### src/rtl/axil_cmd_master.sv
// rtl/axil_cmd_master.sv - single-outstanding AXI4-Lite master fed by a read/write command stream
module axil_cmd_master #(
  parameter int MEM_BYTES = 1024,
  parameter int CNT_W     = 16
) (
  input  logic              ACLK,
  input  logic              ARESETn,
  // command stream
  input  logic              cmd_valid,
  output logic              cmd_ready,
  input  logic              cmd_write,
  input  logic [31:0]       cmd_addr,
  input  logic [31:0]       cmd_wdata,
  // response stream
  output logic              rsp_valid,
  input  logic              rsp_ready,
  output logic              rsp_write,
  output logic [31:0]       rsp_rdata,
  output logic [1:0]        rsp_resp,
  // AXI4-Lite write address / data / response
  output logic [31:0]       AWADDR,
  output logic              AWVALID,
  input  logic              AWREADY,
  output logic [31:0]       WDATA,
  output logic              WVALID,
  input  logic              WREADY,
  input  logic [1:0]        BRESP,
  input  logic              BVALID,
  output logic              BREADY,
  // AXI4-Lite read address / data
  output logic [31:0]       ARADDR,
  output logic              ARVALID,
  input  logic              ARREADY,
  input  logic [31:0]       RDATA,
  input  logic [1:0]        RRESP,
  input  logic              RVALID,
  output logic              RREADY,
  // status
  output logic              busy,
  output logic [CNT_W-1:0]  wr_count,
  output logic [CNT_W-1:0]  rd_count
);

  typedef enum logic [2:0] {
    S_IDLE    = 3'd0,
    S_WR_REQ  = 3'd1,
    S_WR_RESP = 3'd2,
    S_RD_REQ  = 3'd3,
    S_RD_DATA = 3'd4,
    S_RSP     = 3'd5
  } state_t;

  localparam logic [1:0] RESP_OKAY   = 2'b00;
  localparam logic [1:0] RESP_SLVERR = 2'b10;
  localparam logic [1:0] RESP_DECERR = 2'b11;

  state_t            state_q, state_d;
  logic              cmd_ready_q, cmd_ready_d;
  logic              aw_done_q, aw_done_d;
  logic              w_done_q, w_done_d;
  logic [31:0]       addr_q, addr_d;
  logic [31:0]       wdata_q, wdata_d;
  logic              rsp_write_q, rsp_write_d;
  logic [31:0]       rsp_rdata_q, rsp_rdata_d;
  logic [1:0]        rsp_resp_q, rsp_resp_d;
  logic [CNT_W-1:0]  wr_count_q, wr_count_d;
  logic [CNT_W-1:0]  rd_count_q, rd_count_d;

  logic accept;
  logic misaligned;
  logic out_of_range;
  logic aw_hs;
  logic w_hs;

  // cmd_ready is a flop, so acceptance only looks at the registered ready
  assign accept       = cmd_valid && cmd_ready_q;
  assign misaligned   = (cmd_addr[1:0] != 2'b00);
  assign out_of_range = (cmd_addr >= 32'(MEM_BYTES));
  assign aw_hs        = AWVALID && AWREADY;
  assign w_hs         = WVALID && WREADY;

  // state register
  always_ff @(posedge ACLK) begin
    if (!ARESETn) begin
      state_q <= S_IDLE;
    end else begin
      state_q <= state_d;
    end
  end

  // next-state logic; the write request leaves only once both AW and W have completed
  always_comb begin
    state_d = state_q;
    case (state_q)
      S_IDLE: begin
        if (accept) begin
          if (misaligned || out_of_range) begin
            state_d = S_RSP;
          end else if (cmd_write) begin
            state_d = S_WR_REQ;
          end else begin
            state_d = S_RD_REQ;
          end
        end
      end
      S_WR_REQ: begin
        if ((aw_done_q || aw_hs) && (w_done_q || w_hs)) begin
          state_d = S_WR_RESP;
        end
      end
      S_WR_RESP: begin
        if (BVALID) begin
          state_d = S_RSP;
        end
      end
      S_RD_REQ: begin
        if (ARREADY) begin
          state_d = S_RD_DATA;
        end
      end
      S_RD_DATA: begin
        if (RVALID) begin
          state_d = S_RSP;
        end
      end
      S_RSP: begin
        if (rsp_ready) begin
          state_d = S_IDLE;
        end
      end
      default: state_d = S_IDLE;
    endcase
  end

  // bus and response handshake outputs are pure decodes of state and done flags
  always_comb begin
    AWVALID   = (state_q == S_WR_REQ) && !aw_done_q;
    WVALID    = (state_q == S_WR_REQ) && !w_done_q;
    BREADY    = (state_q == S_WR_RESP);
    ARVALID   = (state_q == S_RD_REQ);
    RREADY    = (state_q == S_RD_DATA);
    rsp_valid = (state_q == S_RSP);
    busy      = (state_q != S_IDLE);
  end

  // datapath: latch command, track AW/W completion, capture bus response, count completions
  always_comb begin
    cmd_ready_d = (state_d == S_IDLE);
    aw_done_d   = aw_done_q;
    w_done_d    = w_done_q;
    addr_d      = addr_q;
    wdata_d     = wdata_q;
    rsp_write_d = rsp_write_q;
    rsp_rdata_d = rsp_rdata_q;
    rsp_resp_d  = rsp_resp_q;
    wr_count_d  = wr_count_q;
    rd_count_d  = rd_count_q;
    case (state_q)
      S_IDLE: begin
        if (accept) begin
          addr_d      = cmd_addr;
          wdata_d     = cmd_wdata;
          rsp_write_d = cmd_write;
          rsp_rdata_d = '0;
          aw_done_d   = 1'b0;
          w_done_d    = 1'b0;
          if (misaligned) begin
            rsp_resp_d = RESP_SLVERR;
          end else if (out_of_range) begin
            rsp_resp_d = RESP_DECERR;
          end else begin
            rsp_resp_d = RESP_OKAY;
          end
        end
      end
      S_WR_REQ: begin
        if (aw_hs) aw_done_d = 1'b1;
        if (w_hs)  w_done_d  = 1'b1;
      end
      S_WR_RESP: begin
        if (BVALID) begin
          rsp_resp_d = BRESP;
          wr_count_d = wr_count_q + CNT_W'(1);
        end
      end
      S_RD_DATA: begin
        if (RVALID) begin
          rsp_rdata_d = RDATA;
          rsp_resp_d  = RRESP;
          rd_count_d  = rd_count_q + CNT_W'(1);
        end
      end
      S_RSP: begin
        // clear the response fields once consumed so IDLE shows nothing stale
        if (rsp_ready) begin
          rsp_write_d = 1'b0;
          rsp_rdata_d = '0;
          rsp_resp_d  = '0;
        end
      end
      default: ;
    endcase
  end

  // datapath registers
  always_ff @(posedge ACLK) begin
    if (!ARESETn) begin
      cmd_ready_q <= 1'b0;
      aw_done_q   <= 1'b0;
      w_done_q    <= 1'b0;
      addr_q      <= '0;
      wdata_q     <= '0;
      rsp_write_q <= 1'b0;
      rsp_rdata_q <= '0;
      rsp_resp_q  <= '0;
      wr_count_q  <= '0;
      rd_count_q  <= '0;
    end else begin
      cmd_ready_q <= cmd_ready_d;
      aw_done_q   <= aw_done_d;
      w_done_q    <= w_done_d;
      addr_q      <= addr_d;
      wdata_q     <= wdata_d;
      rsp_write_q <= rsp_write_d;
      rsp_rdata_q <= rsp_rdata_d;
      rsp_resp_q  <= rsp_resp_d;
      wr_count_q  <= wr_count_d;
      rd_count_q  <= rd_count_d;
    end
  end

  assign cmd_ready = cmd_ready_q;
  assign rsp_write = rsp_write_q;
  assign rsp_rdata = rsp_rdata_q;
  assign rsp_resp  = rsp_resp_q;
  assign AWADDR    = addr_q;
  assign ARADDR    = addr_q;
  assign WDATA     = wdata_q;
  assign wr_count  = wr_count_q;
  assign rd_count  = rd_count_q;

endmodule

### config.mk
export PLATFORM = sky130hd
export DESIGN_NAME = axil_cmd_master
export DESIGN_NICKNAME = d
export VERILOG_FILES = /design/src/rtl/axil_cmd_master.sv
export SDC_FILE = /design/constraint.sdc
export NUM_CORES = 1
export LEC_CHECK = 0
export BUFFER_PORTS_ARGS = -buffer_cell sky130_fd_sc_hd__buf_2
export CAP_MARGIN = 30
export CORE_AREA = 2 2 114 116
export DETAILED_ROUTE_END_ITERATION = 8
export DIE_AREA = 0 0 116 118
export PLACE_DENSITY_LB_ADDON = 0.05
export SLEW_MARGIN = 30
export SYNTH_ARGS = -nofsm -noshare
export SYNTH_HDL_FRONTEND = slang
export SYNTH_SLANG_ARGS = --single-unit
### constraint.sdc
create_clock -name ACLK -period 5.35 [get_ports ACLK]
set_input_delay 1.07 -clock ACLK [delete_from_list [all_inputs] [get_ports ACLK]]
set_output_delay 1.07 -clock ACLK [all_outputs]
set_load 0.05 [all_outputs]
**Yosys cells after proc, flatten, opt, wreduce, memory -nomap -nowiden**

Index checks and enable logic that the tools add are counted.

- Bits of input ports: 110
- Flip-flop bits (word level): 137
- Bits in latches: 0
- Bits in read-only memories: 0
- Memories kept: 0
- Output and inout port bits: 171
- Logic and storage cells: 80
- Memory bits (writable): 0

- $lt $le $gt $ge: 1
- $mul: 0
- Shift-type cells: 0
- Reduce and logical (&&, ||, !) cells: 27
- Bitwise operators: 0
- $add $sub $neg: 2
- Multiplexer cells: 28
- Eq/ne operators: 11
- Divide/modulo/power cells: 0

Operators by type and width:

| cell | number |
|---|---|
| 32-bit 2-to-1 mux | 3 |
| 32-bit one-hot mux with 3 select lines | 1 |
| 16-bit by 1-bit adder with 16-bit output, second input constant | 2 |
| 32-bit by 11-bit greater-or-equal comparator with 1-bit output, second input constant | 1 |
| 3-bit 2-to-1 mux | 7 |
| 3-bit one-hot mux with 6 select lines | 1 |
| 2-bit 2-to-1 mux | 7 |
| 2-bit inequality test, second input constant | 5 |
| 3-bit AND reduction | 3 |
| 2-bit one-hot mux with 4 select lines | 1 |
| 3-bit by 2-bit == test with 1-bit output, second input constant | 2 |
| 3-bit == test, second input constant | 2 |
| 1-bit logical AND | 6 |
| 3-bit logical NOT | 2 |
| 1-bit one-hot mux with 2 select lines | 3 |
| 2-bit AND reduction | 3 |
| 2-bit nonzero test | 3 |
| 3-bit nonzero test | 2 |
| 1-bit 2-to-1 mux | 5 |
| 5-bit AND reduction | 1 |
| 4-bit AND reduction | 1 |
| 4-bit nonzero test | 1 |
| 3-bit by 1-bit == test with 1-bit output, second input constant | 1 |
| 1-bit logical OR | 3 |
| other kinds (2) | 3 |

**Logic depth before layout (Yosys ltp)**

Gate-level depths: netlist (run 1).

- Depth in word-level cells: 8
- Gate-level depth with buffers: 8
- Depth with buffers taken out: 5

**Least setup slack after synthesis (run 1)**

No wires, ideal clock.

- Kind: register to output
- Start: reg state_q[1]
- End: out AWVALID
- Path buffers: 2
- Path slack: 2.556 ns
- Stages on the path, launching flop included: 4
- Data arrival time: 1.724 ns
- Required time: 4.280 ns
- Cell sequence: dfxtp_1 buf_2 clkbuf_1 nor3_1

- Cells in the longest elaborated chain, start to end: 2

RTL lines:

| what | RTL line | RTL |
|---|---|---|
| start: declaration | 57 | `state_t state_q, state_d;` |
| start signal: assignment | 87 | `state_q <= state_d;` |
| 3-bit by 1-bit == test with 1-bit output | 137 | `AWVALID = (state_q == S_WR_REQ) && !aw_done_q;` |
| 1-bit logical AND | 137 |  |
| end: declaration | 22 | `output logic AWVALID,` |

Every way passes these cells.

**Worst setup path after layout (run 1)**

- Start: reg state_q[2]
- End: out RREADY

- Cells in the longest elaborated chain, start to end: 1

RTL lines:

| what | RTL line | RTL |
|---|---|---|
| 3-bit == test | 141 | `RREADY = (state_q == S_RD_DATA);` |
| end: declaration | 37 | `output logic RREADY,` |

Every way passes these cells.

==> flow_summary.json, run 1 <==
{
  "status": "completed",
  "ioPinCount": 281,
  "clockBufferDepth": 2,
  "cp_data_arrival_time_ns": 2.42,
  "antenna_found_initial": 0,
  "cts_buffers": 17,
  "clk_pin_slew_ns": 0.06,
  "tightest_slew_ns": 0.723,
  "ys_top_cells_by_area": "dfxtp_1 47%, a21oi_1 9.9%, nand2_1 9.5%",
  "wl_um": 17200,
  "routed.top_layer": "met4",
  "yosysSeqAreaShare": 0.474,
  "synth_top_family_by_area": "simple AND/OR/NAND/NOR gates",
  "finalPower_w": 0.00328,
  "grt_max_degree": 82,
  "worstPathMaxFanout": 42,
  "yosysUniqueCellTypes": 49,
  "fin_crit_ns": 3.49,
  "synth_nets": 830,
  "postCtsSetupRepairBufs": 0,
  "slew_headroom": 0.518,
  "htreeDepth": 4,
  "synthXorXnorAreaFrac": 0.0242,
  "drcViolationCount": 0,
  "ctsResizeCount": 0,
  "via_per_inst": 5.27,
  "grt_pass1_wl_um": 26500,
  "syn_inst": 718,
  "end_kind": "output port",
  "async_flop_share": 0,
  "gp_congestion": 0.849,
  "die_h_um": 118,
  "maxCapViolCount": 0,
  "fin_nets": 1048,
  "synth_area_mm2": 0.00579,
  "dr.first_iter.drc_count": 458,
  "drv_slew": 0,
  "vias": 5904,
  "core_mm2": 0.0124,
  "instances_no_fill": 1120,
  "final_hold_viol_count": 0,
  "cp.required_ns": 4.28,
  "die_w_um": 116,
  "leakage_nw": 3.38,
  "ys_seq_elements": 137,
  "clockRootBuffer": "clkbuf_16",
  "finalClockSkew_ns": 0.0111,
  "hpwl_um": 12300,
  "clk_latency_ns": 0.41,
  "drt-met1-wl_um": 7010,
  "ant_nets": 0,
  "synth_area_leader_cell": "dfxtp_1",
  "fin_crit_sh": 0.652,
  "ys_warn_count": 0,
  "rows": 41,
  "vdd_ir_drop_max_v": 0.000181,
  "rsz0062_at_grt": "false",
  "synth_top_area_frac": 0.474,
  "yosysMostFrequentCell": "nand2_1",
  "avgSynthCellArea_um2": 8.06,
  "initial_core_util": 0.466,
  "power_density_mw_per_mm2": 433,
  "synth_ff_type": "dfxtp_1",
  "cts_tree": "yes",
  "setup_viol": 0,
  "die_area_mm2": 0.0137,
  "io_buffers": 280,
  "whs_ns": 0.451,
  "first_pass_iters": 5,
  "comb_power_share": 0.296,
  "start_kind": "flip-flop",
  "synthSimpleGateAreaFrac": 0.240,
  "synth_edf_count": 0,
  "stdcell_area_mm2": 0.00757,
  "switching_share": 0.381,
  "synthToLayoutAreaGrowth_pct": 30.9,
  "cts_hold_buffers": 0,
  "clkPwrFrac": 0.346,
  "synth_compound_area_frac": 0.166,
  "pwr-share-seq": 0.358,
  "routed-wl-met2_um": 8490,
  "dp_cells": 1089,
  "net-switching-power_w": 0.00125,
  "synthTopCellsByCount": "146 x nand2_1, 137 x dfxtp_1, 115 x a21oi_1, 41 x nand4_1, 39 x o21ai_0",
  "grt_use_total": 0.242,
  "internal_power_w": 0.00203,
  "hold_path.class": "flip-flop to flip-flop",
  "n_antenna_cell": 0,
  "synth_adder_area_share": 0.00432,
  "route.met3.wl_um": 1160,
  "wl_per_cell_um": 15.4,
  "grt_pass1_vias": 5495,
  "placed_area_mm2": 0.00699,
  "crit_type": "flip-flop to output port",
  "drive_above_1_share": 0.344,
  "clock-sinks": 137,
  "synthMuxAreaShare": 0.00692,
  "fmax_mhz": 287,
  "grt_overflow": 0,
  "setup_tns_ns": 0
}
## logic make-up after synthesis
kind of cell    after synthesis
compound gates              178
xor+xnor                     16
fa+ha+maj                     2
buf+inv                      92
flops                       137
mux                           4
simple gates                289
## cells in the final DEF (no fill, tap or decap), types with 8 or more instances in the layout
| cell | count |
|---|---|
| clkbuf_16 | 17 |
| nor2_1 | 24 |
| nor3_1 | 8 |
| nand3_1 | 18 |
| nand4_1 | 41 |
| dfxtp_1 | 137 |
| and3_1 | 9 |
| xor2_1 | 10 |
| nand2_1 | 146 |
| buf_2 | 280 |
| o21ai_0 | 39 |
| a21oi_1 | 115 |
## per-layer routing
metal / vias up / track usage
met5: - / 0
met4: 0 / 0.105
met3: 49 / 0.0639
met2: 243 / 0.417
met1: 2698 / 0.280
li1: 2914 / -
## per-stage QoR
| stage | util | setup slack (ns) |
|---|---|---|
| after floorplan | - | 2.56 |
| after global placement | 0.563 | 2.31 |
| after detailed placement | 0.563 | 2.33 |
| after CTS | 0.610 | 1.87 |
| after global routing | 0.610 | 1.76 |
| final | 0.610 | 1.86 |
## cell type report
cell class | instances | area, um^2
multi-input cells | 489 | 2570
flip-flops and latches | 137 | 2740
repair buffers | 285 | 1440
clock inverters | 11 | 123
fillers | 1156 | 4840
clock buffers | 20 | 457
inverters | 6 | 27.5
well taps | 172 | 215
## worst max-delay path, cell delays in order (launching register included)
cell and delay, ns:
dfxtp_1 0.62, or3b_1 0.45, inv_2 0.53, buf_2 0.39
## registers in the layout, indices dropped and copies added, names as in the netlist
| name | flops |
|---|---|
| rd_count | 16 |
| state_q | 3 |
| rsp_resp | 2 |
| rsp_write | 1 |
| WDATA | 32 |
| rsp_rdata | 32 |
| cmd_ready | 1 |
| wr_count | 16 |
| w_done_q | 1 |
| aw_done_q | 1 |
| ARADDR | 32 |
## power groups by stage
stage	Clock (W)	Combinational (W)	Sequential (W)
after floorplan	0	0.000509	0.00146
after global placement	0	0.000964	0.00119
after detailed placement	0	0.000973	0.00120
after CTS	0.00116	0.000975	0.00118
after global routing	0.00121	0.00103	0.00119
final	0.00114	0.000970	0.00118
## final timing paths
check	from	slack, ns	end	cells after the start
worst min-delay path	WDATA[5]	0.45	WDATA[5]	2
worst max-delay path	state_q[2]	1.86	RREADY	3
worst min register to register	WDATA[5]	0.45	WDATA[5]	2
worst max register to register	state_q[2]	2.72	rd_count[12]	5
Note: power is estimated with default switching activity, not from simulation.
==> run 2, diff against run 1 <==
Settings changed: CORE_AREA 2 2 114 116 to 2 2 121 123, DIE_AREA 0 0 116 118 to 0 0 123 125.
Clock period 5.35 ns to 3.15 ns, I/O delays scaled along.
==> run 2 against run 1 <==
  * Clock skew fell by 0.0045 ns
  * Critical path depth did not move
  * Register-to-register slack got worse by 2.0 ns
  * Cell area is 0.86% higher
  * Via count up 0.53%
  * Sequential power grew 69%
  * Wire length increased by 3.1%
==> flow_summary.json, run 2 (synthesis results as in run 1) <==
{
  "status": "completed",
  "synthToLayoutAreaGrowth_pct": 32.0,
  "stdcell_area_mm2": 0.00764,
  "hold_path.class": "flip-flop to flip-flop",
  "clk_pin_slew_ns": 0.06,
  "fin_util": 0.538,
  "wl_per_cell_um": 15.6,
  "core_mm2": 0.0142,
  "max_stage_delay_ns": 0.68,
  "vias": 5935,
  "cp_data_arrival_time_ns": 2.19,
  "drive_above_1_share": 0.346,
  "cts_buffers": 17,
  "fin_nets": 1054,
  "dr.first_iter.drc_count": 372,
  "gp_congestion": 0.821,
  "vdd_ir_drop_max_v": 0.000326,
  "power_density_mw_per_mm2": 733,
  "rows": 44,
  "clock-sinks": 137,
  "final_cell_mix": "280 x buf_2, 146 x nand2_1, 137 x dfxtp_1",
  "setup_slack_ns": 0.325,
  "maxCapViolCount": 0,
  "die_h_um": 125,
  "whs_ns": 0.451,
  "cts_hold_buffers": 0,
  "end_kind": "output port",
  "grt_pass1_wl_um": 27500,
  "die_w_um": 123,
  "htreeDepth": 4,
  "crit_type": "flip-flop to output port",
  "cts_tree": "yes",
  "grt_pass1_vias": 5479,
  "setup_tns_ns": 0,
  "hpwl_um": 12800,
  "start_kind": "flip-flop",
  "clk_latency_ns": 0.41,
  "initial_core_util": 0.407,
  "layout_commonest_cell": "buf_2",
  "r2r_start": "state_q[1]",
  "tightest_slew_ns": 0.731,
  "wl_um": 17800,
  "worst_path_max_delay_cell": "dfxtp_1",
  "via_per_inst": 5.20,
  "fin_crit_ns": 2.82,
  "clockRootBuffer": "clkbuf_16",
  "fin_crit_sh": 0.897,
  "ant_nets": 0,
  "min_from": "WDATA[11]",
  "finalClockSkew_ns": 0.00658,
  "die_area_mm2": 0.0154,
  "grt_use_total": 0.225,
  "io_buffers": 280,
  "setup_viol": 0,
  "first_pass_iters": 5,
  "slew_headroom": 0.513,
  "grt_overflow": 0,
  "placed_area_mm2": 0.00706,
  "grt_max_degree": 50,
  "worstPathMaxFanout": 20,
  "crit_chain": "nor3b_1 -> buf_4 -> buf_2",
  "fmax_mhz": 354,
  "cp-startpoint": "state_q[1]",
  "dp_slack_ns": 0.770,
  "postCtsSetupRepairBufs": 0,
  "ctsResizeCount": 0,
  "rsz0062_at_grt": "false",
  "clockBufferDepth": 2,
  "cp.required_ns": 2.52,
  "drcViolationCount": 0,
  "antenna_found_initial": 3,
  "final_hold_viol_count": 0,
  "drv_slew": 0,
  "ioPinCount": 281,
  "leakage_nw": 3.42
}
-- run 2: changes by cell type in the layout (fill, tap and decap cells not counted), sizes merged --
cell and change:
clkinvlp -4, clkinv +2, inv -1, clkbuf +4, buf +6, diode +2
-- run 2: power by group --
group | internal, W | switching [W] | leakage [nW] | total, W
combinational | 0.000380 | 0.00130 | 2.03 | 0.00168
sequential | 0.00188 | 0.000115 | 1.11 | 0.00200
clock | 0.00122 | 0.000705 | 0.288 | 0.00193
total | 0.00349 | 0.00212 | 3.42 | 0.00560
-- run 2: worst paths after layout --
kind / end / slack (ns) / cells after the start
max: BREADY / 0.33 / 3
min: WDATA[11] / 0.45 / 2
max reg2reg: wr_count[12] / 0.75 / 6
min reg2reg: WDATA[11] / 0.45 / 2
-- run 2: cell type report --
type / instances / area, um^2
inverter: 6 / 23.8
clock inverter: 8 / 93.8
multi-input combinational: 489 / 2560
antenna: 2 / 5.00
timing repair buffer: 291 / 1500
fill: 1429 / 6570
sequential: 137 / 2740
tap: 184 / 230
clock buffer: 24 / 482
-- run 2: through the flow --
stage | instances | total power [W]
2_1_floorplan | 718 | 0.00334
3_3_place_gp | 1107 | 0.00369
3_5_place_dp | 1107 | 0.00371
4_1_cts | 1139 | 0.00565
5_1_grt | 1141 | 0.00586
6_report | 1141 | 0.00560
-- run 2: per-layer routing --
layer  global-route usage  wire length [um]  vias to the layer above
li1                     -                 -                     2927
met1                0.266              7250                     2749
met3               0.0552              1170                       36
met4                0.104               518                        2
met2                0.381              8810                      221
met5                    0                11                        -
-- run 2: critical path, delay by kind of cell (launching register included) --
kind                   cells  cell delay, ns
buffers and inverters      2            0.49
DFF                        1            0.68
and+or+nand+nor            1            0.61
